### config.mk
export PLATFORM = sky130hd
export DESIGN_NAME = spi_sram_responder
export DESIGN_NICKNAME = d
export VERILOG_FILES = /design/src/rtl/spi_sram_responder.sv
export SDC_FILE = /design/constraint.sdc
export NUM_CORES = 2
export LEC_CHECK = 0
export BUFFER_PORTS_ARGS = -buffer_cell sky130_fd_sc_hd__buf_4
export CORE_ASPECT_RATIO = 1.75
export CORE_MARGIN = 2
export CORE_UTILIZATION = 30
export DETAILED_ROUTE_END_ITERATION = 10
export GPL_ROUTABILITY_DRIVEN = 0
export PLACE_DENSITY_LB_ADDON = 0.05
export SYNTH_ARGS = -nofsm -noshare
export SYNTH_HDL_FRONTEND = slang
export SYNTH_SLANG_ARGS = --single-unit
### constraint.sdc
create_clock -name clk -period 4.5 [get_ports clk]
set_input_delay 0 -clock clk [delete_from_list [all_inputs] [get_ports clk]]
set_output_delay 0 -clock clk [all_outputs]
set_load 0.03 [all_outputs]
### src/rtl/spi_sram_responder.sv
// SPI Mode-0 slave standing in for a 23LC512 SRAM (READ 0x03, WRITE 0x02, RDMR 0x05).
// All SPI pins are oversampled in the clk domain. A backdoor port preloads and inspects memory.
module spi_sram_responder #(
   parameter int unsigned MEM_BYTES   = 256,
   parameter int unsigned SYNC_STAGES = 2,
   parameter logic [7:0]  MODE_BYTE   = 8'h40
) (
   input  logic                         clk,
   input  logic                         rst_n,
   input  logic                         i_spi_clk,
   input  logic                         i_spi_cs_n,
   input  logic                         i_spi_mosi,
   output logic                         o_spi_miso,
   input  logic                         i_bd_we,
   input  logic [$clog2(MEM_BYTES)-1:0] i_bd_addr,
   input  logic [7:0]                   i_bd_wdata,
   output logic [7:0]                   o_bd_rdata,
   output logic                         o_busy,
   output logic                         o_cmd_err
);

   localparam int unsigned AW = $clog2(MEM_BYTES);

   typedef enum logic [2:0] {
      StIdle, StCmd, StAddr, StWrite, StRead, StMode, StIgnore
   } state_e;

   logic [SYNC_STAGES-1:0] r_sclk_sync, r_cs_sync, r_mosi_sync;
   logic                   r_sclk_prev, r_cs_prev;

   state_e                 r_state;
   logic [3:0]             r_bit_cnt;
   logic [14:0]            r_shift_in;
   logic [7:0]             r_shift_out;
   logic [AW-1:0]          r_addr;
   logic                   r_is_read;
   logic                   r_miso;
   logic                   r_cmd_err;
   logic [7:0]             r_bd_rdata;
   logic [7:0]             r_mem [MEM_BYTES];

   logic          w_sclk, w_cs, w_mosi;
   logic          w_rise, w_fall, w_cs_fall, w_cs_rise;
   logic [7:0]    w_byte_in;
   logic [15:0]   w_addr_in;
   logic [AW-1:0] w_addr_new, w_addr_inc;
   logic          w_spi_we;
   logic          w_unused_addr_bits;

   assign w_sclk    = r_sclk_sync[SYNC_STAGES-1];
   assign w_cs      = r_cs_sync[SYNC_STAGES-1];
   assign w_mosi    = r_mosi_sync[SYNC_STAGES-1];
   assign w_rise    = w_sclk & ~r_sclk_prev;
   assign w_fall    = ~w_sclk & r_sclk_prev;
   assign w_cs_fall = ~w_cs & r_cs_prev;
   assign w_cs_rise = w_cs & ~r_cs_prev;

   assign w_byte_in  = {r_shift_in[6:0], w_mosi};
   assign w_addr_in  = {r_shift_in, w_mosi};
   // Address bits above the array size are dropped (address taken modulo MEM_BYTES)
   assign w_addr_new = w_addr_in[AW-1:0];
   assign w_addr_inc = r_addr + AW'(1);
   assign w_unused_addr_bits = ^w_addr_in;

   assign w_spi_we = (r_state == StWrite) && w_rise && (r_bit_cnt == 4'd7) && !w_cs_rise;

   assign o_spi_miso = r_miso;
   assign o_cmd_err  = r_cmd_err;
   assign o_bd_rdata = r_bd_rdata;
   assign o_busy     = ~w_cs;

   // Synchronize SPI pins and keep one extra sample for edge detection
   always_ff @(posedge clk or negedge rst_n) begin
      if (!rst_n) begin
         r_sclk_sync <= '0;
         r_cs_sync   <= '1;
         r_mosi_sync <= '0;
         r_sclk_prev <= 1'b0;
         r_cs_prev   <= 1'b1;
      end else begin
         r_sclk_sync <= {r_sclk_sync[SYNC_STAGES-2:0], i_spi_clk};
         r_cs_sync   <= {r_cs_sync[SYNC_STAGES-2:0], i_spi_cs_n};
         r_mosi_sync <= {r_mosi_sync[SYNC_STAGES-2:0], i_spi_mosi};
         r_sclk_prev <= w_sclk;
         r_cs_prev   <= w_cs;
      end
   end

   // Command/address/data FSM; captures on SPI rise, drives MISO on SPI fall
   always_ff @(posedge clk or negedge rst_n) begin
      if (!rst_n) begin
         r_state     <= StIdle;
         r_bit_cnt   <= '0;
         r_shift_in  <= '0;
         r_shift_out <= '0;
         r_addr      <= '0;
         r_is_read   <= 1'b0;
         r_miso      <= 1'b0;
         r_cmd_err   <= 1'b0;
      end else begin
         r_cmd_err <= 1'b0;
         if (w_cs_rise) begin
            // Deselect aborts everything, partial bytes included
            r_state   <= StIdle;
            r_bit_cnt <= '0;
            r_miso    <= 1'b0;
         end else begin
            unique case (r_state)
               StIdle: begin
                  r_miso <= 1'b0;
                  if (w_cs_fall) begin
                     r_state   <= StCmd;
                     r_bit_cnt <= '0;
                  end
               end
               StCmd: begin
                  if (w_rise) begin
                     r_shift_in <= {r_shift_in[13:0], w_mosi};
                     r_bit_cnt  <= r_bit_cnt + 4'd1;
                     if (r_bit_cnt == 4'd7) begin
                        r_bit_cnt <= '0;
                        case (w_byte_in)
                           8'h03: begin
                              r_state   <= StAddr;
                              r_is_read <= 1'b1;
                           end
                           8'h02: begin
                              r_state   <= StAddr;
                              r_is_read <= 1'b0;
                           end
                           8'h05: begin
                              r_state     <= StMode;
                              r_shift_out <= MODE_BYTE;
                           end
                           default: begin
                              r_state   <= StIgnore;
                              r_cmd_err <= 1'b1;
                           end
                        endcase
                     end
                  end
               end
               StAddr: begin
                  if (w_rise) begin
                     r_shift_in <= {r_shift_in[13:0], w_mosi};
                     r_bit_cnt  <= r_bit_cnt + 4'd1;
                     if (r_bit_cnt == 4'd15) begin
                        r_bit_cnt <= '0;
                        r_addr    <= w_addr_new;
                        if (r_is_read) begin
                           r_state     <= StRead;
                           r_shift_out <= r_mem[w_addr_new];
                        end else begin
                           r_state <= StWrite;
                        end
                     end
                  end
               end
               StWrite: begin
                  if (w_rise) begin
                     r_shift_in <= {r_shift_in[13:0], w_mosi};
                     r_bit_cnt  <= r_bit_cnt + 4'd1;
                     if (r_bit_cnt == 4'd7) begin
                        r_bit_cnt <= '0;
                        r_addr    <= w_addr_inc;
                     end
                  end
               end
               StRead: begin
                  if (w_rise) begin
                     r_bit_cnt <= r_bit_cnt + 4'd1;
                     if (r_bit_cnt == 4'd7) begin
                        // Preload late so backdoor writes to upcoming bytes are seen
                        r_bit_cnt   <= '0;
                        r_addr      <= w_addr_inc;
                        r_shift_out <= r_mem[w_addr_inc];
                     end
                  end else if (w_fall) begin
                     r_miso      <= r_shift_out[7];
                     r_shift_out <= {r_shift_out[6:0], 1'b0};
                  end
               end
               StMode: begin
                  if (w_rise) begin
                     r_bit_cnt <= r_bit_cnt + 4'd1;
                     if (r_bit_cnt == 4'd7) begin
                        r_bit_cnt   <= '0;
                        r_shift_out <= MODE_BYTE;
                     end
                  end else if (w_fall) begin
                     r_miso      <= r_shift_out[7];
                     r_shift_out <= {r_shift_out[6:0], 1'b0};
                  end
               end
               StIgnore: begin
                  r_miso <= 1'b0;
               end
               default: begin
                  r_state <= StIdle;
               end
            endcase
         end
      end
   end

   // Memory array (not reset); an SPI commit beats a backdoor write to the same byte
   always_ff @(posedge clk) begin
      if (w_spi_we) begin
         r_mem[r_addr] <= w_byte_in;
      end
      if (i_bd_we && !(w_spi_we && (i_bd_addr == r_addr))) begin
         r_mem[i_bd_addr] <= i_bd_wdata;
      end
   end

   // Backdoor read port, one cycle latency
   always_ff @(posedge clk or negedge rst_n) begin
      if (!rst_n) begin
         r_bd_rdata <= '0;
      end else begin
         r_bd_rdata <= r_mem[i_bd_addr];
      end
   end

endmodule

# Yosys cells after proc, flatten, opt, wreduce, memory -nomap -nowiden
# Memory sizes are Yosys's and may differ from the RTL's. A register that Yosys moved wholly into a read port is not among the register bits.
# Cells that the tools add are included.
word_totals:
  regBits: 41
  latchBits: 0
  mem_bits_rw: 2048
  rom_bits: 0
  in_bits: 22
  out_inout_bits: 11
  wordCells: 132
  n_memories: 1
memory_table:
  columns: ["memory", "words", "width", "rd", "rd_clocked_by_memory_dff", "write_ports", "line_no", "source"]
  rows:
  - ["r_mem", 256, 8, 3, 1, 2, "40", "logic [7:0] r_mem [MEM_BYTES];"]
op_classes:
  add_sub_neg: 2
  multipliers: 0
  div: 0
  n_lt_le_gt_ge: 0
  eq_ne: 31
  shift: 0
  mux: 47
  bitwise_logic: 9
  reduce_logical: 29
op_table:
  columns: ["operator", "n"]
  rows:
  - ["$mux W8", 15]
  - ["$pmux W8 S4", 1]
  - ["$mux W4", 6]
  - ["$mux W3", 7]
  - ["$ne A3 B3 Y1 const B", 7]
  - ["$eq A8 B2 Y1 const B", 2]
  - ["$pmux W8 S2", 1]
  - ["$mux W1", 12]
  - ["$ne A2 B2 Y1 const B", 6]
  - ["$pmux W3 S4", 1]
  - ["$pmux W4 S3", 1]
  - ["$reduce_and A6 Y1", 2]
  - ["$reduce_and A10 Y1", 1]
  - ["$eq A3 B3 Y1 const B", 3]
  - ["$add A8 B1 Y8 const B", 1]
  - ["$eq A8 B3 Y1 const B", 1]
  - ["$eq A8 B8 Y1", 1]
  - ["$reduce_bool A4 Y1", 2]
  - ["$reduce_or A2 Y1", 4]
  - ["$reduce_or A4 Y1", 2]
  - ["$eq A3 B2 Y1 const B", 2]
  - ["$ne A2 B1 Y1 const B", 3]
  - ["$ne A3 B1 Y1 const B", 2]
  - ["$pmux W3 S2", 1]
  - ["other kinds (17)", 34]

# Logic depth before layout (Yosys ltp)
logic_depth:
  depth_word: 10
  ltp_mapped: 21
  ltp_nobuf: 10

# Worst setup path before layout
# Ideal clock, no wire load.
synth_path:
  path_kind: "register to register"
  from: "register r_addr[0]"
  to: "register r_shift_out[7]"
  setup_ns: 0.124
  arrival_ns: 4.436
  t_required_ns: 4.376
  path_slack_ns: -0.059
  path_stages_with_launch: 20
  path_buffers: 10
  period_less_slack_ns: 4.559
  path_cell_list: "dfrtp_1 buf_2 buf_2 buf_4 buf_2 buf_2 buf_2 inv_1 ha_1 buf_2 buf_4 buf_2 buf_2 mux4_2 mux4_2 a22oi_1 o2111ai_1 o31ai_1 o211ai_1 a211o_1"
synth_between:
  elab_chain_len: 5
synth_lines:
  columns: ["item", "line_no", "source"]
  rows:
  - ["start, declared", "35", "logic [AW-1:0] r_addr;"]
  - ["start signal, assigned", "149", "r_addr <= w_addr_new;"]
  - ["start signal, assigned", "165", "r_addr <= w_addr_inc;"]
  - ["start signal, assigned", "175", "r_addr <= w_addr_inc;"]
  - ["$add A8 B1 Y8", "62", "assign w_addr_inc = r_addr + AW'(1);"]
  - ["$mem_v2 Z256 W8", null, null]
  - ["$mux W8", "172", "if (r_bit_cnt == 4'd7) begin"]
  - ["$mux W8", "170", "if (w_rise) begin"]
  - ["$pmux W8 S4", "108", "unique case (r_state)"]
  - ["end signal, assigned", "176", "r_shift_out <= r_mem[w_addr_inc];"]
  - ["end signal, assigned", "180", "r_shift_out <= {r_shift_out[6:0], 1'b0};"]
  - ["end signal, assigned", "192", "r_shift_out <= {r_shift_out[6:0], 1'b0};"]
  - ["end, declared", "34", "logic [7:0] r_shift_out;"]
# Every way passes these cells. The select of a mux whose other input is x is not followed.
# A chain may end at the register's enable or synchronous reset.

# Final worst setup path
layout_path:
  from: "register r_shift_in[1]"
  to: "register r_shift_out[2]"
layout_between:
  elab_chain_len: 5
  elab_cells_between_ends: 8
  classes_between: "eq/ne: 2; mux: 4; reduce/logical: 1; memory: 1"
layout_lines:
  columns: ["item", "line_no", "source"]
  rows:
  - ["start, declared", "33", "logic [14:0] r_shift_in;"]
  - ["start signal, assigned", "118", "r_shift_in <= {r_shift_in[13:0], w_mosi};"]
  - ["start signal, assigned", "145", "r_shift_in <= {r_shift_in[13:0], w_mosi};"]
  - ["start signal, assigned", "161", "r_shift_in <= {r_shift_in[13:0], w_mosi};"]
  - ["$mem_v2 Z256 W8", null, null]
  - ["$mux W8", "150", "if (r_is_read) begin"]
  - ["$mux W8", "147", "if (r_bit_cnt == 4'd15) begin"]
  - ["$mux W8", "144", "if (w_rise) begin"]
  - ["$pmux W8 S4", "108", null]
  - ["end signal, assigned", "152", "r_shift_out <= r_mem[w_addr_new];"]
  - ["end signal, assigned", "176", null]
  - ["end signal, assigned", "180", null]
# Parallel ways exist; a longest one is shown, timed or not. The select of a mux whose other input is x is not followed.

==> impl_metrics.env <==
export IMPL_finalCritPeriodShare_pct=105
export IMPL_io_pins=33
export IMPL_grt_usage_pct=33.9
export IMPL_synth_edf_count=2048
export IMPL_antenna_found_initial=89
export IMPL_status="finished with violations"
export IMPL_end_kind="flop"
export IMPL_p_leak_nw=52.6
export IMPL_num_rows=332
export IMPL_numCtsBuffers=235
export IMPL_die_h_um=910
export IMPL_areaGrowthSynthToFinish_pct=15.2
export IMPL_ys_types=80
export IMPL_ant_nets=0
export IMPL_grt_overflow=0
export IMPL_grt_max_degree=110
export IMPL_relSlewSlack_pct=-1.86
export IMPL_worst_slack_ns=-0.219
export IMPL_routed_via_density=6.51
export IMPL_dr_pass1_iters=6
export IMPL_setup_viol=3
export IMPL_seq_area_frac_synth_pct=44.6
export IMPL_ys_top_cells_by_area="edfxtp_1 (44%), mux4_2 (26%), mux2_2 (11%)"
export IMPL_cts_sinks=2097
export IMPL_setup_worst_path_start_class="flop"
export IMPL_ir_worst_vdd_v=0.000433
export IMPL_maxCapViolCount=0
export IMPL_synth_cells=10100
export IMPL_ys_ff_latch=2097
export IMPL_crit_required_ns=5.35
export IMPL_min_path_type="in -> reg"
export IMPL_violations="slew limit, setup timing"
export IMPL_worstMarginPinSlew_ns=1.53
export IMPL_nNetsFinal=10300
export IMPL_clock_latency_ns=1.01
export IMPL_rsz0062_at_grt="no"
export IMPL_clock_fmax_mhz=212
export IMPL_yosys_warnings=0
export IMPL_seqCellArea_sq_um=62800
export IMPL_layout_commonest_cell="edfxtp_1"
export IMPL_n_fill_cell=45400
export IMPL_cp_max_fo=34
export IMPL_synth_top_area_share_pct=43.7
export IMPL_numPortBuffers=32
export IMPL_asyncSetResetFlopFracSynth_pct=2.34
export IMPL_start_util_pct=30.1
export IMPL_fp_dieW_um=522
export IMPL_grt_pass1_wl_um=1070000
export IMPL_cts_root_buf="clkbuf_16"
export IMPL_hold_ws_ns=0.135
export IMPL_power_density_nw_per_um2=423
export IMPL_htreeDepth=4
export IMPL_clk_pin_slew_ns=0.07
export IMPL_arrival_ns=5.57
export IMPL_ys_flop_type="edfxtp_1"
export IMPL_first_global_vias=106000
export IMPL_die_area_sq_um=475000
export IMPL_utilization_pct=34.7
export IMPL_avgSynthCellArea_sq_um=13.9
export IMPL_slew_viol_final=1
export IMPL_hpwlAfterDp_um=576000
export IMPL_final_cell_mix="edfxtp_1 (2048), mux4_2 (1613), mux2_2 (1349)"
export IMPL_clk_path_buf_depth=4
export IMPL_routedWlPerCell_um=49.2
export IMPL_fin_cells=16700
export IMPL_skew_ns=0.0703
export IMPL_multi_input_area_sq_um=72600
export IMPL_vias=108000
export IMPL_finalHoldViolations=0
export IMPL_setup_tns_final_ns=-0.251
export IMPL_fin_crit_ns=4.72
export IMPL_dp_cells=16100
export IMPL_drive_gt1_share_pct=43.9
export IMPL_cts_tree="yes"
export IMPL_drcViolationCount=0
export IMPL_path_class="reg -> reg"
export IMPL_routed_wl_um=820000
export IMPL_preCtsSetupSlack_ns=-0.337
export IMPL_drt_iter0_markers=14500
export IMPL_core_sq_um=467000
export IMPL_syn_area_sq_um=141000
export IMPL_yosys_area_top_type="edfxtp_1"
export IMPL_syn_num_nets=10100
==> cell families after synthesis <==
family                   synth area share, %
AO/OA/AOI/OAI                           6.77
multiplexers                            39.2
flip-flops                              44.6
XOR/XNOR                               0.127
adder cells (fa/ha/maj)               0.0533
AND/OR/NAND/NOR                         5.12
buffers and inverters                   4.21
==> state kept, by name (all words and copies together) (netlist names) <==
register     flops
r_mem         2048
o_bd_rdata       8
r_addr           8
r_shift_out      8
r_shift_in       7
r_bit_cnt        4
r_state          3
r_cs_sync        2
r_mosi_sync      2
r_sclk_sync      2
o_cmd_err        1
o_spi_miso       1
r_cs_prev        1
r_is_read        1
r_sclk_prev      1
==> through the flow <==
stage               cell area [sq um]  total power, mW
floorplan                      141000             35.4
global placement               154000             47.3
detailed placement             154000             47.5
CTS                            162000             68.4
global route                   162000             69.6
finish                         162000             68.6
==> timing repair <==
| item | in CTS | in global routing |
|---|---|---|
| buffers inserted | 5 | 0 |
| endpoints found under the hold margin | 785 | 0 |
| endpoints found under the setup margin | 6 | 2 |
| hold buffers | 23 | 0 |
| gates resized for setup | 11 | 3 |
| pin swaps | 2 | 0 |
==> cells in the mapped netlist (21+ instances only) <==
master	n
a22oi_1	97
o221ai_1	66
clkbuf_1	673
o21ai_0	873
nor2_1	286
a22o_1	24
a311oi_1	21
nand3_1	117
buf_1	101
mux4_2	1613
nor3_1	42
nor2b_1	29
buf_2	431
a31oi_1	26
edfxtp_1	2048
buf_4	87
nand4_1	30
a211oi_1	24
o22ai_1	244
nand2_1	1174
mux2_2	1349
dfrtp_1	46
a21oi_1	91
mux2i_1	358
a221oi_1	31
==> layer usage <==
| layer | up-vias | routed length [um] | global-route usage (%) |
|---|---|---|---|
| li1 | 41200 | - | - |
| met1 | 58300 | 279000 | 37.3 |
| met2 | 6903 | 402000 | 56.9 |
| met3 | 1984 | 56500 | 5.82 |
| met4 | 34 | 82400 | 28.8 |
| met5 | - | 209 | 0 |
==> final cells by class <==
cell class / count / area share [%]
diodes: 58 / 0.0895
clock buffers: 283 / 3.81
clock inverters: 140 / 0.968
inverters: 14 / 0.0509
multi-input cells: 6704 / 44.8
flip-flops and latches: 2097 / 38.7
well taps: 6179 / 4.77
repair buffers: 1182 / 6.82
==> worst max-delay path, cell delays in order, from the launching register on <==
cell and delay [ns]:
dfrtp_4 0.63, inv_8 0.54, mux2i_1 0.74, o22ai_1 0.50, or4_1 0.64, a31oi_1 0.94
nor4_1 0.14, a21oi_1 0.19, nand4b_1 0.13
==> final timing paths <==
check	cells after the start	to	slack (ns)	start
min in group asynchronous	4	o_bd_rdata[1]	0.21	rst_n
max	8	r_shift_out[2]	-0.22	r_shift_in[1]
max reg2reg	8	r_shift_out[2]	-0.22	r_shift_in[1]
max in group asynchronous	4	r_addr[0]	3.83	rst_n
min	6	r_mem[77][0]	0.13	i_bd_addr[2]
min reg2reg	0	r_cs_prev	0.39	r_cs_sync[1]
==> report_power, final <==
| part | leakage, nW | internal (mW) | switching, mW |
|---|---|---|---|
| Sequential | 19.6 | 23.3 | 0.253 |
| Combinational | 29.3 | 8.21 | 15.8 |
| Clock | 3.80 | 11.7 | 9.33 |
No activity file was read; power rests on OpenSTA's default activity.
